--- config.mk ---
export PLATFORM = sky130hd
export DESIGN_NAME = csa_tree_pipe
export DESIGN_NICKNAME = d
export VERILOG_FILES = /design/src/rtl/csa_tree_pipe.sv
export SDC_FILE = /design/constraint.sdc
export NUM_CORES = 1
export LEC_CHECK = 0
export CAP_MARGIN = 20
export CORE_ASPECT_RATIO = 2
export CORE_MARGIN = 8
export CORE_UTILIZATION = 50
export DETAILED_ROUTE_END_ITERATION = 7
export HOLD_SLACK_MARGIN = 0.12
export PLACE_DENSITY = 0.86
export SYNTH_ARGS = -nofsm -noshare
export SYNTH_HDL_FRONTEND = slang
export SYNTH_SLANG_ARGS = --single-unit
--- constraint.sdc ---
create_clock -name clk -period 1.6 [get_ports clk]
set_input_delay 0.32 -clock clk [delete_from_list [all_inputs] [get_ports clk]]
set_output_delay 0.32 -clock clk [all_outputs]
set_load 0.1 [all_outputs]
--- src/rtl/csa_tree_pipe.sv ---
// Pipelined carry-save (3:2) adder tree with a final carry-propagate adder,
// valid/ready flow control and an optional multi-beat accumulator.
module csa_tree_pipe #(
  parameter int DATA_W  = 8,
  parameter int DATA_N  = 9,
  parameter int SIGNED  = 0,
  parameter int ACC_EN  = 0,
  parameter int ACC_EXT = 8,
  localparam int SUM_W  = DATA_W + $clog2(DATA_N),
  localparam int O_W    = SUM_W + ((ACC_EN != 0) ? ACC_EXT : 0)
) (
  input  logic                     clk,
  input  logic                     rst_n,
  input  logic                     i_valid,
  output logic                     i_ready,
  input  logic [DATA_N*DATA_W-1:0] i_data,
  input  logic                     i_last,
  output logic                     o_valid,
  input  logic                     o_ready,
  output logic [O_W-1:0]           o_data
);

  // Row count entering CSA level lvl: each full triple becomes two rows.
  function automatic int rows_at(input int lvl);
    int r;
    r = DATA_N;
    for (int l = 0; l < lvl; l++) r = 2 * (r / 3) + r % 3;
    return r;
  endfunction

  function automatic int csa_levels();
    for (int l = 0; l < 64; l++) begin
      if (rows_at(l) <= 2) return l;
    end
    return 64;
  endfunction

  localparam int CSA_ST = csa_levels();

  logic             en;
  logic [SUM_W-1:0] ext [0:DATA_N-1];

  assign en      = !o_valid || o_ready;
  assign i_ready = en;

  genvar gi;
  for (gi = 0; gi < DATA_N; gi++) begin : g_ext
    assign ext[gi] = {{(SUM_W - DATA_W){(SIGNED != 0) & i_data[gi*DATA_W + DATA_W - 1]}},
                      i_data[gi*DATA_W +: DATA_W]};
  end

  for (gi = 0; gi < CSA_ST; gi++) begin : g_lvl
    localparam int RIN  = rows_at(gi);
    localparam int NGRP = RIN / 3;
    localparam int ROUT = rows_at(gi + 1);

    logic [SUM_W-1:0] src [0:RIN-1];
    logic [SUM_W-1:0] nxt [0:ROUT-1];
    logic [SUM_W-1:0] row [0:ROUT-1];
    logic             src_valid;
    logic             src_last;
    logic             valid;
    logic             last;

    if (gi == 0) begin : g_src
      assign src       = ext;
      assign src_valid = i_valid;
      assign src_last  = i_last;
    end else begin : g_src
      assign src       = g_lvl[gi-1].row;
      assign src_valid = g_lvl[gi-1].valid;
      assign src_last  = g_lvl[gi-1].last;
    end

    // Triples compress to sum/carry; leftover rows ride along unchanged.
    always_comb begin
      for (int j = 0; j < ROUT; j++) nxt[j] = '0;
      for (int j = 0; j < NGRP; j++) begin
        nxt[2*j]     = src[3*j] ^ src[3*j+1] ^ src[3*j+2];
        nxt[2*j + 1] = ((src[3*j] & src[3*j+1]) | (src[3*j] & src[3*j+2]) |
                        (src[3*j+1] & src[3*j+2])) << 1;
      end
      for (int j = 0; j < RIN - 3*NGRP; j++) nxt[2*NGRP + j] = src[3*NGRP + j];
    end

    always_ff @(posedge clk or negedge rst_n) begin
      if (!rst_n) begin
        valid <= 1'b0;
        last  <= 1'b0;
        for (int j = 0; j < ROUT; j++) row[j] <= '0;
      end else if (en) begin
        valid <= src_valid;
        last  <= src_last;
        row   <= nxt;
      end
    end
  end

  logic [SUM_W-1:0] top_a;
  logic [SUM_W-1:0] top_b;
  logic             top_valid;
  logic             top_last;

  if (CSA_ST > 0) begin : g_top
    assign top_a     = g_lvl[CSA_ST-1].row[0];
    assign top_b     = g_lvl[CSA_ST-1].row[1];
    assign top_valid = g_lvl[CSA_ST-1].valid;
    assign top_last  = g_lvl[CSA_ST-1].last;
  end else begin : g_top
    assign top_a     = ext[0];
    assign top_b     = ext[1];
    assign top_valid = i_valid;
    assign top_last  = i_last;
  end

  logic [SUM_W-1:0] cpa_sum;
  logic [O_W-1:0]   sum_ext;
  logic [O_W-1:0]   acc;
  logic [O_W-1:0]   total;

  assign cpa_sum = top_a + top_b;

  always_comb begin
    sum_ext            = {O_W{(SIGNED != 0) & cpa_sum[SUM_W-1]}};
    sum_ext[SUM_W-1:0] = cpa_sum;
  end

  assign total = acc + sum_ext;

  // Without accumulation every beat closes its own group, so acc stays 0.
  always_ff @(posedge clk or negedge rst_n) begin
    if (!rst_n) begin
      o_valid <= 1'b0;
      o_data  <= '0;
      acc     <= '0;
    end else if (en) begin
      if (top_valid) begin
        if (ACC_EN == 0 || top_last) begin
          o_data  <= total;
          o_valid <= 1'b1;
          acc     <= '0;
        end else begin
          acc     <= total;
          o_valid <= 1'b0;
        end
      end else begin
        o_valid <= 1'b0;
      end
    end
  end

endmodule

==> metrics.txt <==
# TYPE chip_impl_metric gauge
chip_impl_metric{name="synth-seq-cells",unit=""} 144
chip_impl_info{name="yosys.area.top_type",value="dfrtp_1"} 1
chip_impl_metric{name="netlist_instances",unit=""} 709
chip_impl_metric{name="clkSinkCount",unit=""} 144
chip_impl_metric{name="drt_first_pass_iters",unit=""} 5
chip_impl_info{name="cp_cell_sequence",value="ha_2, inv_2, fa_2, nor2b_4, o31a_1, or4_1, nand3_2"} 1
chip_impl_metric{name="synth_seq_area_share",unit=""} 0.5190
chip_impl_metric{name="final_antenna_net_count",unit=""} 0
chip_impl_metric{name="dpl.hpwl",unit="mm"} 11.19
chip_impl_metric{name="die_width",unit="µm"} 99.33
chip_impl_info{name="synth.most_common_cell",value="nand2_1"} 1
chip_impl_metric{name="grt_util_met3",unit=""} 0.05115
chip_impl_metric{name="fmax",unit="MHz"} 557.6
chip_impl_metric{name="place_worst_setup_slack",unit="ns"} -0.2188
chip_impl_metric{name="seq_power_share",unit=""} 0.353
chip_impl_metric{name="final.min_clock_period",unit="ns"} 1.793
chip_impl_metric{name="finalCritPeriodShare",unit=""} 1.121
chip_impl_metric{name="grt_pass1_vias",unit=""} 5857
chip_impl_info{name="clock_tree_from_tritoncts",value="yes"} 1
chip_impl_info{name="cp-end-kind",value="flop"} 1
chip_impl_info{name="ys.flop_type",value="dfrtp_1"} 1
chip_impl_metric{name="synthesis.area",unit="µm²"} 6943
chip_impl_metric{name="drcViolationCount",unit=""} 0
chip_impl_metric{name="placement.io_buffers",unit=""} 89
chip_impl_metric{name="grt_remaining_overflow",unit=""} 0
chip_impl_metric{name="max_cap_violations",unit=""} 0
chip_impl_metric{name="syn2layout_area_growth",unit="%"} 31.45
chip_impl_info{name="crit_path_start_kind",value="flop"} 1
chip_impl_metric{name="met2_usage",unit=""} 0.3314
chip_impl_metric{name="max-slew-margin-rel",unit=""} 0.7296
chip_impl_info{name="failed_checks",value="setup timing"} 1
chip_impl_metric{name="yosys.area.top_type_share",unit=""} 0.5190
chip_impl_metric{name="layout-drive-gt1-share",unit=""} 0.1259
chip_impl_metric{name="initial_utilization",unit=""} 0.5054
chip_impl_info{name="outcome",value="finished, violations left"} 1
chip_impl_metric{name="ys_async_sr_fraction",unit=""} 1.000
chip_impl_metric{name="share_of_the_core_filled_with_cells",unit=""} 0.6643
chip_impl_metric{name="finalNonFillerCells",unit=""} 999
chip_impl_metric{name="placeableCoreArea",unit="µm²"} 13740
chip_impl_metric{name="numPlacedInstances",unit=""} 958
chip_impl_metric{name="syn_area_per_cell",unit="µm²"} 9.793
chip_impl_info{name="yosys-top-cells-count",value="nand2_1 (401), dfrtp_1 (144), fa_1 (54), buf_2 (27), ha_1 (13)"} 1
chip_impl_metric{name="grt_max_degree",unit=""} 51
chip_impl_metric{name="worstPathMaxFanout",unit=""} 3
chip_impl_metric{name="wl_per_cell",unit="µm"} 16.50
chip_impl_metric{name="power_switching_share",unit=""} 0.4135
chip_impl_metric{name="number_of_failing_setup_endpoints_in_the_final_timing_report",unit=""} 6
chip_impl_metric{name="ir_drop",unit="mV"} 1.008
chip_impl_info{name="root_buffer",value="clkbuf_16"} 1
chip_impl_metric{name="critPathRequiredTime",unit="ns"} 1.96
chip_impl_metric{name="power.share.combinational",unit=""} 0.447
chip_impl_metric{name="final_hold_viols",unit=""} 0
chip_impl_metric{name="io_pins",unit=""} 91
chip_impl_metric{name="clockBufferDepth",unit=""} 2
chip_impl_metric{name="vias",unit=""} 5337
chip_impl_metric{name="postLayoutSetupSlackWorst",unit="ns"} -0.1934
chip_impl_info{name="crit_start",value="top_b[2]"} 1
chip_impl_metric{name="power_density",unit="nW/µm²"} 2053
chip_impl_metric{name="cpPeakStageDelay",unit="ns"} 0.44
chip_impl_metric{name="route.final.wire_length",unit="mm"} 16.49
chip_impl_metric{name="clk_latency",unit="ns"} 0.43
chip_impl_metric{name="cts_buffers",unit=""} 17
chip_impl_metric{name="switching_power",unit="mW"} 7.745
chip_impl_metric{name="htreeDepth",unit=""} 4
chip_impl_metric{name="grt_use_total",unit=""} 0.1900
chip_impl_info{name="crit_type",value="reg -> reg"} 1
chip_impl_metric{name="netlist-cell-type-count",unit=""} 40
chip_impl_metric{name="synth-edff-count",unit=""} 0
chip_impl_metric{name="diodes",unit=""} 0
chip_impl_info{name="crit-reg2reg-launch",value="top_b[2]"} 1
chip_impl_metric{name="internal-power",unit="mW"} 10.99
chip_impl_info{name="synthTopCellsByArea",value="dfrtp_1 (52%), nand2_1 (22%), fa_1 (16%)"} 1
chip_impl_info{name="grt_setup_unrepaired",value="true"} 1
chip_impl_info{name="worst_path_max_delay_cell",value="or4_1"} 1
chip_impl_metric{name="antenna_found_initial",unit=""} 0
chip_impl_metric{name="synth_fp_nets",unit=""} 853
chip_impl_info{name="globalRoute.busiestLayer",value="met2"} 1
chip_impl_metric{name="crit_arrival",unit="ns"} 2.16
chip_impl_metric{name="p_clk_frac",unit=""} 0.200
chip_impl_info{name="timing.hold.worst.class",value="in -> async"} 1
chip_impl_metric{name="worst_skew",unit="ns"} 0.006046
chip_impl_metric{name="mean_number_of_vias_per_cell",unit=""} 5.342
chip_impl_metric{name="static_power_due_to_leakage",unit="nW"} 4.537
chip_impl_info{name="crit_family",value="simple AND/OR/NAND/NOR gates"} 1
chip_impl_metric{name="cts.clk_slew.worst_paths",unit="ns"} 0.06
chip_impl_metric{name="gpl.final_weighted_congestion",unit=""} 0.7933
chip_impl_metric{name="floorplan.die_area",unit="µm²"} 18140
chip_impl_metric{name="synth_warnings",unit=""} 0
chip_impl_metric{name="tightestPinTransition",unit="ns"} 0.4018
chip_impl_metric{name="rows",unit=""} 61
chip_impl_metric{name="die_y",unit="µm"} 182.7
chip_impl_metric{name="drt_iter0_drc",unit=""} 389
chip_impl_metric{name="nets",unit=""} 973
chip_impl_metric{name="grt.met1_usage",unit=""} 0.2071
chip_impl_metric{name="maxSlewViolCount",unit=""} 0
chip_impl_metric{name="critPathBufInv",unit=""} 1
chip_impl_metric{name="wire_length_of_the_first_global_routing_pass",unit="mm"} 27.25
## final cells by class
type                    instances  area [µm²]
clock buffers                  18       439.2
clock inverters                14       116.4
fillers                       938        4612
inverters                       9       41.29
multi-input cells             525        3206
flip-flops and latches        144        3607
well taps                     157       196.4
repair buffers                132        1520
## layout by cell type, fill, tap and decap left out, drive strengths merged, types with 2 or more instances in the layout
master	Yosys	routed
clkinvlp	0	4
dfrtp	144	144
nor2b	2	2
nand2b	2	2
clkbuf	3	19
nor3	2	2
nor2	3	3
nand2	402	402
o21ai	9	9
a211oi	2	2
buf	28	56
nand3	7	7
or4	2	2
clkinv	0	7
ha	13	13
inv	9	11
o21a	4	4
fa	54	54
clkdlybuf4s50	0	74
nor4	2	2
o2111ai	4	4
## cells by family (layout without fill, tap and decap cells)
family | Yosys count | in the layout | synth area share
AO/OA/AOI/OAI | 30 | 30 | 0.03028
XOR/XNOR | 2 | 2 | 0.002523
adder cells (fa/ha/maj) | 67 | 67 | 0.1791
buffers and inverters | 40 | 173 | 0.02865
flip-flops | 144 | 144 | 0.5190
multiplexers | 1 | 1 | 0.001622
AND/OR/NAND/NOR | 425 | 425 | 0.2388
## path summary, 6_finish.rpt
| check | to | slack [ns] | cells past startpoint |
|---|---|---|---|
| max | o_data[8] | -0.19 | 7 |
| min | o_data[7] | 0.32 | 2 |
| max reg2reg | o_data[8] | -0.19 | 7 |
| min reg2reg | g_lvl[0].row[56] | 0.48 | 2 |
| max in group asynchronous | g_lvl[0].row[7] | 0.67 | 3 |
| min in group clk | g_lvl[0].valid | 0.43 | 3 |
## registers in the layout (all words and copies together), names as in the netlist
signal / flops
g_lvl.row: 108
o_data: 12
top_a: 10
top_b: 9
g_lvl.valid: 4
o_valid: 1
## metrics by stage
step	setup TNS [ns]	hold slack, ns	area, µm²	power [mW]
detailed placement	-9.845	0.1988	8423	14.49
floorplan	-0.1592	0.02441	6975	11.34
finish	-0.7664	0.3206	9126	18.73
CTS	-0.6652	0.3277	9076	18.62
global route	-1.124	0.3558	9126	19.99
global placement	-7.265	0.1943	8423	13.91
## power groups by stage
stage	combinational (mW)	clock, mW	sequential [mW]
after floorplan	4.09	0	7.26
after global placement	7.40	0	6.51
after detailed placement	7.87	0	6.61
after CTS	8.24	3.78	6.60
after global routing	9.26	3.94	6.79
final	8.37	3.74	6.61
## worst reg2reg max path, cell delays in order, from the launching register on
cell and delay (ns):
dfrtp_1 0.39, ha_2 0.20, inv_2 0.05, fa_2 0.23, nor2b_4 0.05, o31a_1 0.29, or4_1 0.44, nand3_2 0.09
## timing repair
| item | in CTS | in global routing |
|---|---|---|
| endpoints found under the setup margin | 7 | 8 |
| endpoints found under the hold margin | 119 | 0 |
| cloned | 0 | 1 |
| gates resized for setup | 6 | 3 |
| pin swaps | 5 | 0 |
| hold buffers | 1 | 0 |
| setup buffers | 7 | 0 |
## layer usage
metal  vias up  part of all wire
li1       2441                 -
met1      2637              0.36
met3        43             0.049
met2       216              0.55
met5         -                 0
met4         0             0.036
Note: power is estimated with default switching activity, not from simulation.
